File: config.mk
export PLATFORM = sky130hd
export DESIGN_NAME = router_reg
export DESIGN_NICKNAME = d
export VERILOG_FILES = /design/src/rtl/router_pkg.sv /design/src/rtl/router_parity_acc.sv /design/src/rtl/router_reg.sv
export SDC_FILE = /design/constraint.sdc
export NUM_CORES = 1
export LEC_CHECK = 0
export ABC_CLOCK_PERIOD_IN_PS = 1400
export BUFFER_PORTS_ARGS = -buffer_cell sky130_fd_sc_hd__buf_2
export CORE_MARGIN = 2
export CORE_UTILIZATION = 34
export CTS_BUF_LIST = sky130_fd_sc_hd__clkbuf_2
export CTS_CLUSTER_SIZE = 20
export DETAILED_ROUTE_END_ITERATION = 12
export GPL_ROUTABILITY_DRIVEN = 1
export PLACE_DENSITY_LB_ADDON = 0.05
export REMOVE_ABC_BUFFERS = 1
export SLEW_MARGIN = 20
export SYNTH_ARGS = -nofsm -noshare
export SYNTH_HDL_FRONTEND = slang
export SYNTH_HIERARCHICAL = 1
export SYNTH_SLANG_ARGS = --single-unit
File: constraint.sdc
create_clock -name clock -period 1.4 [get_ports clock]
set_input_delay 0.28 -clock clock [delete_from_list [all_inputs] [get_ports clock]]
set_output_delay 0.28 -clock clock [all_outputs]
set_load 0.05 [all_outputs]
File: src/rtl/router_pkg.sv
// Shared router constants and the FSM state-strobe bundle used by the register stage.
// The default build has no error counter; defining ROUTER_ERR_CNT_EN adds it in router_reg.
package router_pkg;

  localparam int DATA_W    = 8;
  localparam int ADDR_W    = 2;
  localparam int ERR_CNT_W = 8;

  localparam logic [ADDR_W-1:0] ADDR_INVALID = 2'b11;

  typedef struct packed {
    logic detect_add;
    logic lfd_state;
    logic ld_state;
    logic laf_state;
    logic full_state;
    logic rst_int_reg;
  } fsm_strobe_t;

endpackage

File: src/rtl/router_parity_acc.sv
// Running XOR parity of a packet: clear wins over xor_en, result registered (1 cycle).
// No backpressure; the caller gates xor_en so each byte is folded in exactly once.
module router_parity_acc
  import router_pkg::*;
#(
  parameter int WIDTH = router_pkg::DATA_W
) (
  input  logic             clock,
  input  logic             resetn,
  input  logic             clear,
  input  logic             xor_en,
  input  logic [WIDTH-1:0] data,
  output logic [WIDTH-1:0] parity
);

  always_ff @(posedge clock) begin
    if (!resetn) begin
      parity <= '0;
    end else if (clear) begin
      parity <= '0;
    end else if (xor_en) begin
      parity <= parity ^ data;
    end
  end

endmodule

File: src/rtl/router_reg.sv
// Router datapath register stage: 1-cycle byte path to the FIFO, holds the byte seen while full, checks parity.
// Optional ROUTER_ERR_CNT_EN adds a saturating err_cnt output counting rising edges of err.
module router_reg
  import router_pkg::*;
#(
  parameter int DATA_W = router_pkg::DATA_W,
  parameter int ADDR_W = router_pkg::ADDR_W
`ifdef ROUTER_ERR_CNT_EN
  ,
  parameter int ERR_CNT_W = router_pkg::ERR_CNT_W
`endif
) (
  input  logic              clock,
  input  logic              resetn,
  input  logic              pkt_valid,
  input  logic [DATA_W-1:0] data_in,
  input  logic              fifo_full,
  input  logic              detect_add,
  input  logic              lfd_state,
  input  logic              ld_state,
  input  logic              laf_state,
  input  logic              full_state,
  input  logic              rst_int_reg,
  output logic              parity_done,
  output logic              low_packet_valid,
  output logic              err,
`ifdef ROUTER_ERR_CNT_EN
  output logic [ERR_CNT_W-1:0] err_cnt,
`endif
  output logic [DATA_W-1:0] dout
);

  fsm_strobe_t       strobe;
  logic [DATA_W-1:0] header_byte;
  logic [DATA_W-1:0] full_byte;
  logic [DATA_W-1:0] pkt_parity;
  logic [DATA_W-1:0] int_parity;
  logic              parity_set;
  logic              err_next;

  assign strobe = '{detect_add:  detect_add,
                    lfd_state:   lfd_state,
                    ld_state:    ld_state,
                    laf_state:   laf_state,
                    full_state:  full_state,
                    rst_int_reg: rst_int_reg};

  // Payload bytes are folded in when accepted from the source, even if they go to full_byte.
  router_parity_acc #(.WIDTH(DATA_W)) u_parity (
    .clock  (clock),
    .resetn (resetn),
    .clear  (strobe.detect_add),
    .xor_en (strobe.lfd_state | (strobe.ld_state & pkt_valid & ~strobe.full_state)),
    .data   (strobe.lfd_state ? header_byte : data_in),
    .parity (int_parity)
  );

  always_comb begin
    parity_set = (strobe.ld_state & ~fifo_full & ~pkt_valid) |
                 (strobe.laf_state & low_packet_valid & ~parity_done);
    err_next   = err;
    if (strobe.detect_add) begin
      err_next = 1'b0;
    end else if (parity_done) begin
      err_next = (int_parity != pkt_parity);
    end
  end

  always_ff @(posedge clock) begin
    if (!resetn) begin
      dout             <= '0;
      header_byte      <= '0;
      full_byte        <= '0;
      pkt_parity       <= '0;
      parity_done      <= 1'b0;
      low_packet_valid <= 1'b0;
      err              <= 1'b0;
    end else begin
      if (strobe.detect_add && pkt_valid &&
          data_in[ADDR_W-1:0] != ADDR_W'(ADDR_INVALID)) begin
        header_byte <= data_in;
      end

      if (strobe.lfd_state) begin
        dout <= header_byte;
      end else if (strobe.ld_state && !fifo_full) begin
        dout <= data_in;
      end else if (strobe.laf_state) begin
        dout <= full_byte;
      end

      if (strobe.ld_state && fifo_full) begin
        full_byte <= data_in;
      end

      if (strobe.ld_state && !pkt_valid && !fifo_full) begin
        pkt_parity <= data_in;
      end

      if (parity_set) begin
        parity_done <= 1'b1;
      end else if (strobe.detect_add) begin
        parity_done <= 1'b0;
      end

      if (strobe.rst_int_reg) begin
        low_packet_valid <= 1'b0;
      end else if (strobe.ld_state && !pkt_valid) begin
        low_packet_valid <= 1'b1;
      end

      err <= err_next;
    end
  end

`ifdef ROUTER_ERR_CNT_EN
  always_ff @(posedge clock) begin
    if (!resetn) begin
      err_cnt <= '0;
    end else if (err_next && !err && !(&err_cnt)) begin
      err_cnt <= err_cnt + ERR_CNT_W'(1);
    end
  end
`endif

endmodule

==> flow_summary.toml <==
[logic_synthesis]
yosysMostFrequentCell = "dfxtp_1"
yosys.area.top_type = "dfxtp_1"
synth-seq-area-share = 0.381
synth_edf_count = 0
synth_top_area_frac = 0.381
async_flop_share = 0
synth_area_leaders = "dfxtp_1, a21boi_0, nor4b_1, nand2_1, mux2_2"
ys_warn_count = 6
synth_cell_types = 35
synthCells = 246
syn_area_per_cell_sq_um = 9.19
ys.flop_type = "dfxtp_1"
synth_common_cells = "dfxtp_1, nand2_1, a21boi_0"
synth_seq_cells = 43
netlist_area_sq_mm = 0.00226

[worst_setup_path]
critical_path_depth = 1
arrival_ns = 1.05
crit_chain = "buf_2"
r2r_start = "header_byte[0]"
crit_required_ns = 1.12
critPathBufInv = 1
crit_start = "err"
critPathCaptureType = "primary output"
worstSetupStartpointType = "flop"
cpPeakStageDelay_ns = 0.38
critPathMaxFanout = 2
crit_slowest_cell = "dfxtp_1"
crit_type = "flop to primary output"
reg2regPathDepth = 3
critPathTopFamily = "flip-flops"

[floorplan]
pin_count = 29
die_area_sq_mm = 0.00731
start_util = 0.354
fp-row-count = 29
core_sq_mm = 0.00639
die_h_um = 85.5
die_x_um = 85.5

[drt]
vias = 1914
drt_iter0_drc = 92
highest_layer = "met4"
firstDrtPassIters = 4
drt-met1-wl_mm = 2.78
wl_met3_um = 180
drt-vias-per-instance = 5.36
detail-route-antenna-nets = 0
wl_met2_mm = 2.67
drc_errors = 0
post_drt_wl_per_cell_um = 15.9
routed_wl_mm = 5.68

[clocking]
cts_buffer_depth = 2
tritoncts = "done"
path_clk_slew_ns = 0.22
cts_buffers = 5
clk_latency_ns = 0.40
post_cts_buffers = 0
cts_root_buffer = "clkbuf_2"
cts_sinks = 43
htreeDepth = 2

[global_routing]
grt_pass1_vias = 1887
grt_usage = 0.166
antenna_found_initial = 0
grt_first_pass_wirelength_mm = 9.57
grt_start_max_net_pins = 27
overflow = 0

[finish]
area_delta_synth_final_pct = 13.8
final_layout_size_suffix_gt1_frac = 0.268
stdcell_count = 357
fillers = 675
nNetsFinal = 299
finish.instance_area_sq_mm = 0.00257
diodes = 0

[power_and_ir_drop]
p_per_area_mw_per_mm2 = 896
power_mw = 2.31
power_leakage_nw = 0.923
peakVddDrop_mv = 0.394

[place]
placed_cell_area_sq_mm = 0.00253
place_inst = 350
detailed_place_hpwl_mm = 4.20
dp_slack_ns = -0.0232
gp_congestion = 0.705
port_buffers = 28

[sta]
tns_ns = 0
finClkSkew_ns = 0.0163
rsz0062_at_grt = "no"
maxSlewHeadroom = 0.597
setup_slack_ns = 0.0697
fmax_ghz = 0.752
maxSlewViolCount = 0
post-route-period-util = 0.950
hold_viol = 0
worstMarginPinSlew_ns = 0.603
finalWorstPathRequiredPeriod_ns = 1.33
setup_viol = 0

[worst_hold_path]
hold_path.startpoint = "resetn"
hp-class = "primary input to flop"
hold_depth = 2

[status]
run_status = "complete, no violations"

[run]
max_cap_viol_count = 0
-- what timing repair did --
action,4_1_cts,5_1_grt
hold endpoints to repair,1,0
gates resized for setup,2,1
setup endpoints to repair,2,1
hold buffers,1,0
-- per-layer routing --
layer  global-route usage  vias to the layer above
li1                     -                      956
met5                    0                        -
met2                0.262                       27
met4               0.0476                        0
met3               0.0346                        5
met1                0.231                      926
-- final timing paths --
check	end	slack, ns
max	err	0.07
min	parity_done	0.13
max reg2reg	u_parity/parity[0]	0.36
min reg2reg	full_byte[3]	0.48
-- cells by family (layout without fill, tap and decap cells) --
kind of cell           after synthesis  in the layout  share of synthesized area
flip-flops                          43             43                      0.381
multiplexers                         8              8                     0.0399
AO/OA/AOI/OAI                       78             78                      0.245
buffers and inverters               23             57                     0.0620
AND/OR/NAND/NOR                     86             86                      0.241
XOR/XNOR                             8              8                     0.0310
-- placed cells by master (no fill, tap or decap), types with 2 or more instances in the layout --
cell type	count
nor4b_1	16
nand3_1	9
buf_4	21
dfxtp_1	42
o21ai_0	17
or3b_1	5
nand4b_1	2
nor2b_1	9
a21bo_2	6
o21a_1	9
a311oi_1	8
clkbuf_2	6
nand2b_1	2
a21bo_1	2
nand3b_1	8
a21boi_1	4
a21oi_1	9
nor3b_1	2
nand2_1	27
mux2_2	8
xnor2_1	8
buf_2	26
a21oi_2	2
a21boi_0	20
-- stage by stage --
stage / hold slack (ns) / utilization
4_1_cts: 0.123 / 0.403
3_5_place_dp: 0.444 / 0.396
6_report: 0.128 / 0.403
2_1_floorplan: 0.356 / -
5_1_grt: 0.118 / 0.403
3_3_place_gp: 0.448 / 0.396
-- flip-flops by register name, indices dropped and copies added (netlist names) --
signal / count
dout: 8
err: 1
full_byte: 8
header_byte: 8
low_packet_valid: 1
parity_done: 1
pkt_parity: 8
u_parity/parity: 8
-- power breakdown --
| group | internal, mW | switching, mW |
|---|---|---|
| combinational | 0.196 | 0.280 |
| clock | 0.113 | 0.405 |
| sequential | 1.28 | 0.0311 |
| total | 1.59 | 0.716 |
-- area by class of cell --
class	instances	area (sq um)	area share
Tap cell	77	96.3	0.0375
Sequential cell	43	862	0.335
Inverter	2	7.51	0.00292
Timing Repair Buffer	49	318	0.124
Clock buffer	6	30.0	0.0117
Multi-Input combinational cell	180	1260	0.489
(Power assumes the default switching activity.)
